[config.mk]
export PLATFORM = sky130hd
export DESIGN_NAME = relu_buffer_floating_point32
export DESIGN_NICKNAME = d
export VERILOG_FILES = /design/src/rtl/relu_buffer_floating_point32.sv
export SDC_FILE = /design/constraint.sdc
export NUM_CORES = 1
export LEC_CHECK = 0
export ABC_AREA = 1
export ABC_CLOCK_PERIOD_IN_PS = 2600
export BUFFER_PORTS_ARGS = -buffer_cell sky130_fd_sc_hd__buf_2
export CAP_MARGIN = 20
export CORE_MARGIN = 2
export CORE_UTILIZATION = 52
export DETAILED_ROUTE_END_ITERATION = 7
export GPL_TIMING_DRIVEN = 0
export PLACE_DENSITY = 0.82
export SLEW_MARGIN = 20
export SYNTH_ARGS = -nofsm -noshare
export SYNTH_HDL_FRONTEND = slang
export SYNTH_SLANG_ARGS = --single-unit
[constraint.sdc]
create_clock -name clk -period 2.6 [get_ports clk]
set_clock_uncertainty 0.2 [all_clocks]
set_input_delay 0 -clock clk [delete_from_list [all_inputs] [get_ports clk]]
set_output_delay 0 -clock clk [all_outputs]
set_load 0.05 [all_outputs]
[src/rtl/relu_buffer_floating_point32.sv]
// relu_buffer_floating_point32
//
// Takes the serial stream of node sums from the float32 adder. The input is
// valid-only and has no backpressure. The block applies ReLU to each sum as it
// is written, collects one layer vector of NUM_NODES activations, then drains
// that vector to the next layer over a valid/ready handshake.
//
// Ports:
//   clk        rising-edge clock
//   rst_n      asynchronous reset, active-high (asserted = 1)
//   i_valid    adder sum valid, one sum per cycle while high
//   i_data     adder sum, IEEE-754 single
//   i_ready    next layer accepts o_data this cycle
//   o_valid    o_data holds an activation (registered)
//   o_data     ReLU'd activation (registered)
//   o_last     marks the final element of the vector (registered)
//   o_overflow one-cycle pulse: an input sample arrived while draining and was dropped
module relu_buffer_floating_point32 #(
    parameter int unsigned DATA_WIDTH = 32,
    parameter int unsigned NUM_NODES  = 3,
    parameter int unsigned ADDR_WIDTH = 2
) (
    input  logic                  clk,
    input  logic                  rst_n,
    input  logic                  i_valid,
    input  logic [DATA_WIDTH-1:0] i_data,
    input  logic                  i_ready,
    output logic                  o_valid,
    output logic [DATA_WIDTH-1:0] o_data,
    output logic                  o_last,
    output logic                  o_overflow
);

    if (DATA_WIDTH != 32 || NUM_NODES < 2 || NUM_NODES > 16 ||
        (2 ** ADDR_WIDTH) < NUM_NODES) begin : gen_param_check
        $error("relu_buffer_floating_point32: unsupported parameter set");
    end

    typedef enum logic [0:0] {StCollect, StDrain} state_e;

    localparam logic [ADDR_WIDTH-1:0] LastIdx = ADDR_WIDTH'(NUM_NODES - 1);

    state_e                  state_q, state_d;
    logic [ADDR_WIDTH-1:0]   wr_ptr_q, wr_ptr_d;
    logic [ADDR_WIDTH-1:0]   rd_ptr_q, rd_ptr_d;
    logic [ADDR_WIDTH-1:0]   rd_next;
    logic [DATA_WIDTH-1:0]   data_q, data_d;
    logic                    last_q, last_d;
    logic                    ovf_q, ovf_d;
    logic [DATA_WIDTH-1:0]   mem_q [NUM_NODES];

    logic                    wr_en;
    logic [ADDR_WIDTH-1:0]   wr_addr;
    logic [DATA_WIDTH-1:0]   relu_data;
    logic                    xfer;
    logic                    final_xfer;

    // A set sign bit zeroes the word. This covers -0, -inf and sign-set NaN.
    assign relu_data  = i_data[DATA_WIDTH-1] ? '0 : i_data;
    assign xfer       = (state_q == StDrain) && i_ready;
    assign final_xfer = xfer && last_q;
    assign rd_next    = rd_ptr_q + 1'b1;

    always_comb begin
        state_d  = state_q;
        wr_ptr_d = wr_ptr_q;
        rd_ptr_d = rd_ptr_q;
        data_d   = data_q;
        last_d   = last_q;
        ovf_d    = 1'b0;
        wr_en    = 1'b0;
        wr_addr  = wr_ptr_q;

        unique case (state_q)
            StCollect: begin
                if (i_valid) begin
                    wr_en = 1'b1;
                    if (wr_ptr_q == LastIdx) begin
                        // Slot 0 was written on an earlier cycle, so the first
                        // output word can be preloaded on this same edge.
                        state_d  = StDrain;
                        wr_ptr_d = '0;
                        rd_ptr_d = '0;
                        data_d   = mem_q[0];
                        last_d   = 1'b0;
                    end else begin
                        wr_ptr_d = wr_ptr_q + 1'b1;
                    end
                end
            end
            StDrain: begin
                if (xfer) begin
                    if (last_q) begin
                        state_d  = StCollect;
                        rd_ptr_d = '0;
                        data_d   = '0;
                        last_d   = 1'b0;
                        // A sum arriving on the final handshake starts the next vector.
                        if (i_valid) begin
                            wr_en    = 1'b1;
                            wr_addr  = '0;
                            wr_ptr_d = ADDR_WIDTH'(1);
                        end
                    end else begin
                        rd_ptr_d = rd_next;
                        data_d   = mem_q[rd_next];
                        last_d   = (rd_next == LastIdx);
                    end
                end
                if (i_valid && !final_xfer) begin
                    ovf_d = 1'b1;
                end
            end
        endcase
    end

    always_ff @(posedge clk or posedge rst_n) begin
        if (rst_n) begin
            state_q  <= StCollect;
            wr_ptr_q <= '0;
            rd_ptr_q <= '0;
            data_q   <= '0;
            last_q   <= 1'b0;
            ovf_q    <= 1'b0;
        end else begin
            state_q  <= state_d;
            wr_ptr_q <= wr_ptr_d;
            rd_ptr_q <= rd_ptr_d;
            data_q   <= data_d;
            last_q   <= last_d;
            ovf_q    <= ovf_d;
        end
    end

    // Storage needs no reset: every slot is written before it is read.
    always_ff @(posedge clk) begin
        if (wr_en) begin
            mem_q[wr_addr] <= relu_data;
        end
    end

    assign o_valid    = (state_q == StDrain);
    assign o_data     = data_q;
    assign o_last     = last_q;
    assign o_overflow = ovf_q;

endmodule
Word level (Yosys, flattened, before mapping) --
Memories as Yosys holds them, arrays and structs flattened. Index checks and enable logic that the tools add are counted.
Word-level totals: register bits after elaboration 39, memory bits (writable) 93, output and inout bits 35, memories kept 1
Operators by class: add/sub/neg operators 2, eq/ne operators 7, muxes and demuxes 39, bitwise operators 1, reduce and logical (&&, ||, !) cells 6
Memories:
- mem_q | words 3, bits a word 31, read ports 2, clocked after Yosys merged registers in 0, write ports 1, RTL line 50 | logic [DATA_WIDTH-1:0] mem_q [NUM_NODES];
Operators by type and width (count):
- two-way mux 32 bit | 4
- case mux 32 bit (2 select lines) | 1
- two-way mux 31 bit | 1
- two-way mux 2 bit | 13
- two-way mux 1 bit | 15
- case mux 2 bit (2 select lines) | 2
- inequality test 2 bit (second input constant) | 3
- case mux 1 bit (2 select lines) | 3
- adder 2 x 1 -> 2 bit (second input constant) | 2
- equality test 2 bit (second input constant) | 2
- inequality test 2 x 1 -> 1 bit (second input constant) | 2
- AND reduction 4 bit | 1
- logical AND 1 bit | 3
- AND reduction 3 bit | 1
- zero test 1 bit | 1
- inverter 1 bit | 1

Longest topological paths before layout --
Gate-level depths: netlist of the first run.
depth after elaboration 6, mapped depth 9

Least setup slack after synthesis of the first run --
No wires, ideal clock.
path kind flip-flop to flip-flop, from reg state_q (netlist: o_valid), to mem mem_q[0][0] (netlist name) (enable), setup time 0.419 ns, data arrival time 2.579 ns, required time 1.981 ns, path slack -0.599 ns, stages on the path, launching flop included 5, clock period less this slack 3.199 ns, cells stage by stage dfrtp_1 nand2_1 o21ai_0 nand2_1 nor2_1
On the way: longest elaborated chain between the ends 5, elaborated cells on any way between the ends 8, those cells by class mux (6); bitwise (1); reduce/logical (1)
RTL lines:
- start: declaration | RTL line 43 | state_e state_q, state_d;
- start signal: assignment | RTL line 119 | state_q <= StCollect;
- start signal: assignment | RTL line 126 | state_q <= state_d;
- logical AND 1 bit | RTL line 60 | assign xfer = (state_q == StDrain) && i_ready;
- two-way mux 1 bit | RTL line 92 | if (xfer) begin
- case mux 1 bit (2 select lines) | RTL line 74 | unique case (state_q)
- two-way mux 1 bit | RTL line 137 | if (wr_en) begin
- two-way mux 1 bit (implied by the code) | RTL line 138 | mem_q[wr_addr] <= relu_data;
- end: declaration | RTL line 50
Parallel ways exist; a longest one is shown, timed or not.

Worst setup path in the final report of the first run --
from reg state_q (netlist: o_valid), to mem mem_q[1][1] (netlist name) (enable)
Same word-level chain as after synthesis.

==> impl_metrics.toml, run 1 <==
[setup_path]
endpoint = "mem_q[1][1]$_DFFE_PP_"
critPathKind = "reg2reg"
end_kind = "register"
crit_fanout = 31
reg2reg_from = "o_valid$_DFF_PP0_"
r2r_setup_slack_ps = 200
r2r-end = "mem_q[1][1]$_DFFE_PP_"
r2r_cells = 4
worst_ep_required_time_ps = 2550
startpoint_type = "register"
worstPathArrival_ps = 2360
crit_start = "o_valid$_DFF_PP0_"

[power]
p_comb_share_pct = 41.1
p_sw_w = 0.00385
p_int_w = 0.00514
sw_frac_of_total_pct = 42.8
pwr_density_cell_nw_per_um2 = 1270
finalPower_w = 0.00899
ir_drop_mv = 0.601
clkPwrFrac_pct = 24.5
leakage_nw = 3.24
seq_power_share_pct = 34.4

[yosys]
ys_seq_area_share_pct = 66.7
synthArstFlopShare_pct = 29.0
netlist_top_cells_count = "nand2_1, nor2_1, edfxtp_1, inv_1, dfrtp_1"
yosys.area.top_type = "edfxtp_1"
synth_top_area_share_pct = 49.7
ys_ff_latch = 131
synth-edff-count = 93
synth.top_cells.by_area = "edfxtp_1, dfrtp_1, nand2_1, nor2_1, nand3_1"
syn-cell-area_sq_um = 5620
synthCells = 602
syn_area_per_cell_sq_um = 9.33
ys_types = 17
synth_fp_nets = 639
synthFlopType = "edfxtp_1"
yosysMostFrequentCell = "nand2_1"
yosys_warnings = 0

[clock_tree]
cts_setup_buffers = 0
clk_pin_slew_worst_paths_ps = 60
cts_buffer_depth = 2
cts_tree = "built"
clock-sinks = 131
htree_levels = 4
cts_made_buffers = 17
clock-root-buffer = "clkbuf_8"
clkLatencyLatePin_ps = 530

[sta]
fmax_mhz = 416
worst_pin_slew_ps = 733
rsz0062_at_grt = "false"
drv_slew = 0
setup_viol = 0
fin_crit_sh_pct = 92.4
layout_min_cycle_time_ps = 2400
finalHoldViolCount = 0
max_slew_margin_pct = 51.1

[finish]
final_core_util_pct = 68.1
stdcell_count = 878
fin_nets = 766
drive_gt1_share_pct = 16.0
design_area_sq_um = 7090
synthToLayoutAreaGrowth_pct = 26.2
n_antenna_cell = 0

[routing]
drc = 0
antenna_left = 0
initialDrtViolationCount = 526
routedWlPerCell_um = 14.7
drt_first_pass_iters = 7
vias = 4399
via_per_inst = 5.01
wl_mm = 12.9

[die]
fp-row-count = 37
die_x_um = 108
initial_utilization_pct = 53.9
die_h_um = 108
core_area_sq_um = 10400
pin_count = 71
die_area_sq_um = 11600

[global_routing]
grt_start_max_net_pins = 32
grt-ovfl-total = 0
grt_pass1_vias = 4453
grt.total_usage_pct = 23.7
grt_pass1_wl_mm = 20.5
antenna_found_initial = 0

[flow_run]
maxCapViolCount = 0

[place]
hpwl_mm = 7.68
numPortBuffers = 69
placed_cell_area_sq_um = 6160
gp_congestion = 0.788
place_inst = 808

[outcome]
status = "complete, no violations"

[worst_hold_path]
min_path_type = "in2reg"
per-layer routing:
metal  part of all wire [%]  global-route usage (%)  up-vias
li1                       -                       -     2142
met1                     37                    27.3     2019
met2                     52                    41.5      209
met3                    8.6                    5.79       29
met4                    2.3                    11.5        0
met5                      0                       0        -
how the worst min path moves through the flow:
stage | to | from | slack [ps] | cells past startpoint
floorplan | o_overflow$_DFF_PP0_ | i_valid | -90 | 2
global placement | o_overflow$_DFF_PP0_ | i_valid | 40 | 3
detailed placement | o_data[4]$_DFFE_PP0P_ | rst_n | -230 | 2
CTS | mem_q[1][25]$_DFFE_PP_ | i_data[25] | 150 | 4
global route | mem_q[1][16]$_DFFE_PP_ | i_data[16] | 180 | 4
finish | mem_q[0][22]$_DFFE_PP_ | i_data[22] | 170 | 4
area by class of cell:
cell class | count | area, sq um
Inverter | 42 | 159
Multi-Input combinational cell | 401 | 1590
Tap cell | 136 | 170
Buffer | 29 | 144
Clock buffer | 24 | 460
Timing Repair Buffer | 107 | 736
Clock inverter | 8 | 86.3
Sequential cell | 131 | 3740
Fill cell | 739 | 3330
worst max-delay path, stage by stage (launching register included):
cell,delay [ps]
dfrtp_1,450
inv_2,150
clkbuf_1,450
nand4_1,270
clkinv_2,490
power groups by stage:
stage | registers (W) | logic, W | clock network, W
2_1_floorplan | 0.00401 | 0.00171 | 0
3_3_place_gp | 0.00310 | 0.00345 | 0
3_5_place_dp | 0.00312 | 0.00355 | 0
4_1_cts | 0.00309 | 0.00364 | 0.00221
5_1_grt | 0.00315 | 0.00404 | 0.00231
6_report | 0.00309 | 0.00370 | 0.00220
sequential cells by signal (all words and copies together) (netlist names):
signal / count
wr_ptr_q: 2
o_valid: 1
rd_ptr_q: 2
o_overflow: 1
o_data: 31
o_last: 1
mem_q: 93
layout by cell type, fill, tap and decap left out, types with 2 or more instances in the layout:
| cell type | count |
|---|---|
| dlygate4sd3_1 | 37 |
| inv_2 | 4 |
| buf_2 | 82 |
| nand3_1 | 34 |
| clkbuf_1 | 18 |
| o21ai_0 | 5 |
| edfxtp_1 | 93 |
| clkbuf_16 | 16 |
| inv_1 | 37 |
| clkinv_1 | 3 |
| clkbuf_8 | 3 |
| clkinv_2 | 4 |
| bufinv_16 | 2 |
| nand2_1 | 226 |
| nor2_4 | 3 |
| nor2_1 | 129 |
| buf_6 | 2 |
| dfrtp_1 | 38 |
cell families (layout without fill, tap and decap cells):
kind of cell,count (synthesis),count (layout),share of synthesized area [%]
flip-flops,131,131,66.7
AND/OR/NAND/NOR,393,394,27.2
adder cells (fa/ha/maj),1,1,0.223
AO/OA/AOI/OAI,5,5,0.445
other,1,1,0.0668
buffers and inverters,71,210,5.37
metrics by stage:
stage               hold slack, ps  setup WS [ps]  TNS [ps]
floorplan                    -93.8            160         0
global placement              42.2           -280     -8640
detailed placement            -234            138         0
CTS                            154            111         0
global route                   178           59.3         0
finish                         170            197         0
repair_timing:
item,4_1_cts,5_1_grt
endpoints found under the setup margin,0,62
endpoints found under the hold margin,177,0
gates resized for setup,0,2
hold buffers,37,0
Note: power is estimated with default switching activity, not from simulation.
==> run 2, diff against run 1 <==
--- a/config.mk
+++ b/config.mk
@@ -5,7 +5,6 @@
 export SDC_FILE = /design/constraint.sdc
 export NUM_CORES = 1
 export LEC_CHECK = 0
-export ABC_AREA = 1
 export ABC_CLOCK_PERIOD_IN_PS = 2600
 export BUFFER_PORTS_ARGS = -buffer_cell sky130_fd_sc_hd__buf_2
 export CAP_MARGIN = 20
@@ -14,7 +13,6 @@
 export DETAILED_ROUTE_END_ITERATION = 7
 export GPL_TIMING_DRIVEN = 0
 export PLACE_DENSITY = 0.82
-export SLEW_MARGIN = 20
 export SYNTH_ARGS = -nofsm -noshare
 export SYNTH_HDL_FRONTEND = slang
 export SYNTH_SLANG_ARGS = --single-unit
==> run 2 against run 1 <==
Non-clock buffer count down 1. Core utilization decreased by 0.49 points. Critical path depth grew 2. Area after synthesis is 0.53% higher. Maximum frequency is 0.33% lower. Cell area increased by 2.0%. Global-route usage is 2.1 points lower. Combinational power increased by 4%. Critical path type unchanged.
==> impl_metrics.toml, run 2 <==
[setup_path]
crit_fanout = 35
endpoint = "o_data[13]$_DFFE_PP0P_"
reg2reg_from = "o_valid$_DFF_PP0_"
crit_start = "o_valid$_DFF_PP0_"
r2r-end = "o_data[13]$_DFFE_PP0P_"
cp_num_cells = 6
r2r_cells = 6
worst_ep_required_time_ps = 2800
critPathBufInv = 3
critical-path-top-delay-family = "simple AND/OR/NAND/NOR gates"
worstPathArrival_ps = 2610
cp_cell_sequence = "buf_6 > and4bb_4 > or2_1 > buf_6 > buf_8 > mux2_4"
cpMaxStageDelayCell = "and4bb_4"
cp_common_cell = "buf_6"
critPathKind = "reg2reg"
cpPeakStageDelay_ps = 710
startpoint_type = "register"
end_kind = "register"
r2r_setup_slack_ps = 190

[outcome]
status = "complete, no violations"

[die]
core_area_sq_um = 10700
fp-row-count = 38
initial_utilization_pct = 52.8
die_h_um = 108
die_area_sq_um = 11700
die_x_um = 108
pin_count = 71

[global_routing]
grt_pass1_wl_mm = 18.3
grt_pass1_vias = 3752
antenna_found_initial = 0
grt.total_usage_pct = 21.6
grt-ovfl-total = 0
grt_start_max_net_pins = 39

[sta]
drv_slew = 0
worst_slack_ps = 189
worst_pin_slew_ps = 830
max_slew_margin_pct = 44.6
setup_viol = 0
finalHoldViolCount = 0
layout_min_cycle_time_ps = 2410
fin_crit_sh_pct = 92.7
rsz0062_at_grt = "false"
fmax_mhz = 415

[routing]
antenna_left = 0
drc = 0
vias = 3584
wl_met3_um = 684
dr_wl_met2_mm = 6.00
wl_met1_mm = 4.71
via_per_inst = 5.45
routedWlPerCell_um = 17.8
initialDrtViolationCount = 235
top_layer = "met4"
drt_first_pass_iters = 4
wl_mm = 11.7

[yosys]
synth-xor-area-share_pct = 0
synth_fp_nets = 415
syn-cell-area_sq_um = 5650
netlist_top_cells_count = "edfxtp_1, dfrtp_1, nand2_1, mux2i_1, nor2b_1"
muxShareOfSynthArea_pct = 13.6
syn_area_per_cell_sq_um = 14.9
ys_ff_latch = 131
synth.top_cells.by_area = "edfxtp_1, dfrtp_1, mux2_4, mux2i_1, o221ai_1"
synthArstFlopShare_pct = 29.0
ys_seq_area_share_pct = 66.3
yosys_warnings = 0
synth_top_family_by_area = "multiplexers"
yosysMostFrequentCell = "edfxtp_1"
synthAdderAreaFrac_pct = 0.222
synthCells = 378
synthSimpleGateAreaFrac_pct = 10.9
ys_types = 32
yosys.area.top_type = "edfxtp_1"
synth_compound_area_share_pct = 5.69
synthFlopType = "edfxtp_1"
synth_top_area_share_pct = 49.5
synth-edff-count = 93

[place]
numPortBuffers = 69
hpwl_mm = 7.25
gp_congestion = 0.766
dp_worst_setup_slack_ps = 181
placed_cell_area_sq_um = 6260

[clock_tree]
cts_tree = "built"
clk_pin_slew_worst_paths_ps = 60
clock-sinks = 131
htree_levels = 4
cts_made_buffers = 17
cts_buffer_depth = 2
cts-resized-gates = 0
clock-root-buffer = "clkbuf_8"
clkLatencyLatePin_ps = 520

[finish]
multiInputGateArea_sq_um = 1750
seqCellArea_sq_um = 3740
final_common_cell = "edfxtp_1"
layout_common_cells = "edfxtp_1, buf_2, dfrtp_1, dlygate4sd3_1, nand2_1"
fin_nets = 542
drive_gt1_share_pct = 29.2
n_antenna_cell = 0
n_fill_cell = 738
largest_reg_flops = 93
synthToLayoutAreaGrowth_pct = 28.0
top_register = "mem_q"
design_area_sq_um = 7230

[power]
ir_drop_mv = 0.517
leakage_nw = 2.90
pwr_density_cell_nw_per_um2 = 1290

[worst_hold_path]
min_path_type = "in2async"

[flow_run]
maxCapViolCount = 0
run 2: changes by cell type in the layout (fill, tap and decap cells not counted), sizes merged, moves of 31 or more:
cell    before  now
inv         41    4
nor2b        0   32
nor2       132    7
nand2b       0   31
mux2i        0   33
nand3       34    0
nand2      227   34
run 2: cells by family after synthesis:
family,after synthesis
compound gates,38
flops,131
other cells,1
buf+inv,31
simple gates,113
fa+ha+maj,1
mux,63
run 2: per-layer routing:
metal,vias to the layer above,track usage [%]
li1,1654,-
met4,0,12.1
met5,-,0
met3,25,5.97
met2,136,35.8
met1,1769,25.3
run 2: worst min-delay path: cells and delay by family:
| family | cells | cell delay [ps] |
|---|---|---|
| buffers and inverters | 3 | 1290 |
run 2: worst min-delay path by stage:
stage / endpoint / slack, ps
global route: o_data[15]$_DFFE_PP0P_ / 90
floorplan: wr_ptr_q[0]$_DFFE_PP0P_ / -50
detailed placement: o_data[15]$_DFFE_PP0P_ / 30
finish: o_data[12]$_DFFE_PP0P_ / 30
CTS: o_data[15]$_DFFE_PP0P_ / 20
global placement: wr_ptr_q[0]$_DFFE_PP0P_ / 110
run 2: what timing repair did:
action / 4_1_cts / 5_1_grt
setup buffers: 0 / 0
hold buffers: 36 / 0
hold endpoints to repair: 164 / 0
run 2: power by group:
group | total [W] | leakage, nW | internal [W] | switching [W]
clock | 0.00239 | 0.298 | 0.00156 | 0.000828
combinational | 0.00384 | 1.27 | 0.00147 | 0.00237
sequential | 0.00309 | 1.33 | 0.00283 | 0.000261
total | 0.00931 | 2.90 | 0.00585 | 0.00346
run 2: stage by stage:
| step | instances | total power [W] | TNS, ps | hold WS [ps] | util, % |
|---|---|---|---|---|---|
| 3_3_place_gp | 587 | 0.00672 | -29380 | 108 | 58.0 |
| 2_1_floorplan | 378 | 0.00596 | 0 | -50.2 | - |
| 4_1_cts | 658 | 0.00935 | 0 | 19.9 | 67.6 |
| 3_5_place_dp | 590 | 0.00690 | 0 | 25.4 | 58.6 |
| 5_1_grt | 658 | 0.00973 | 0 | 87.5 | 67.6 |
| 6_report | 658 | 0.00931 | 0 | 34.2 | 67.6 |
run 2: cell type report:
class | count | area share [%]
sequential | 131 | 51.8
multi-input combinational | 216 | 24.2
timing repair buffer | 108 | 10.6
clock buffer | 23 | 6.60
buffer | 27 | 2.49
tap | 140 | 2.42
clock inverter | 9 | 1.75
inverter | 4 | 0.208
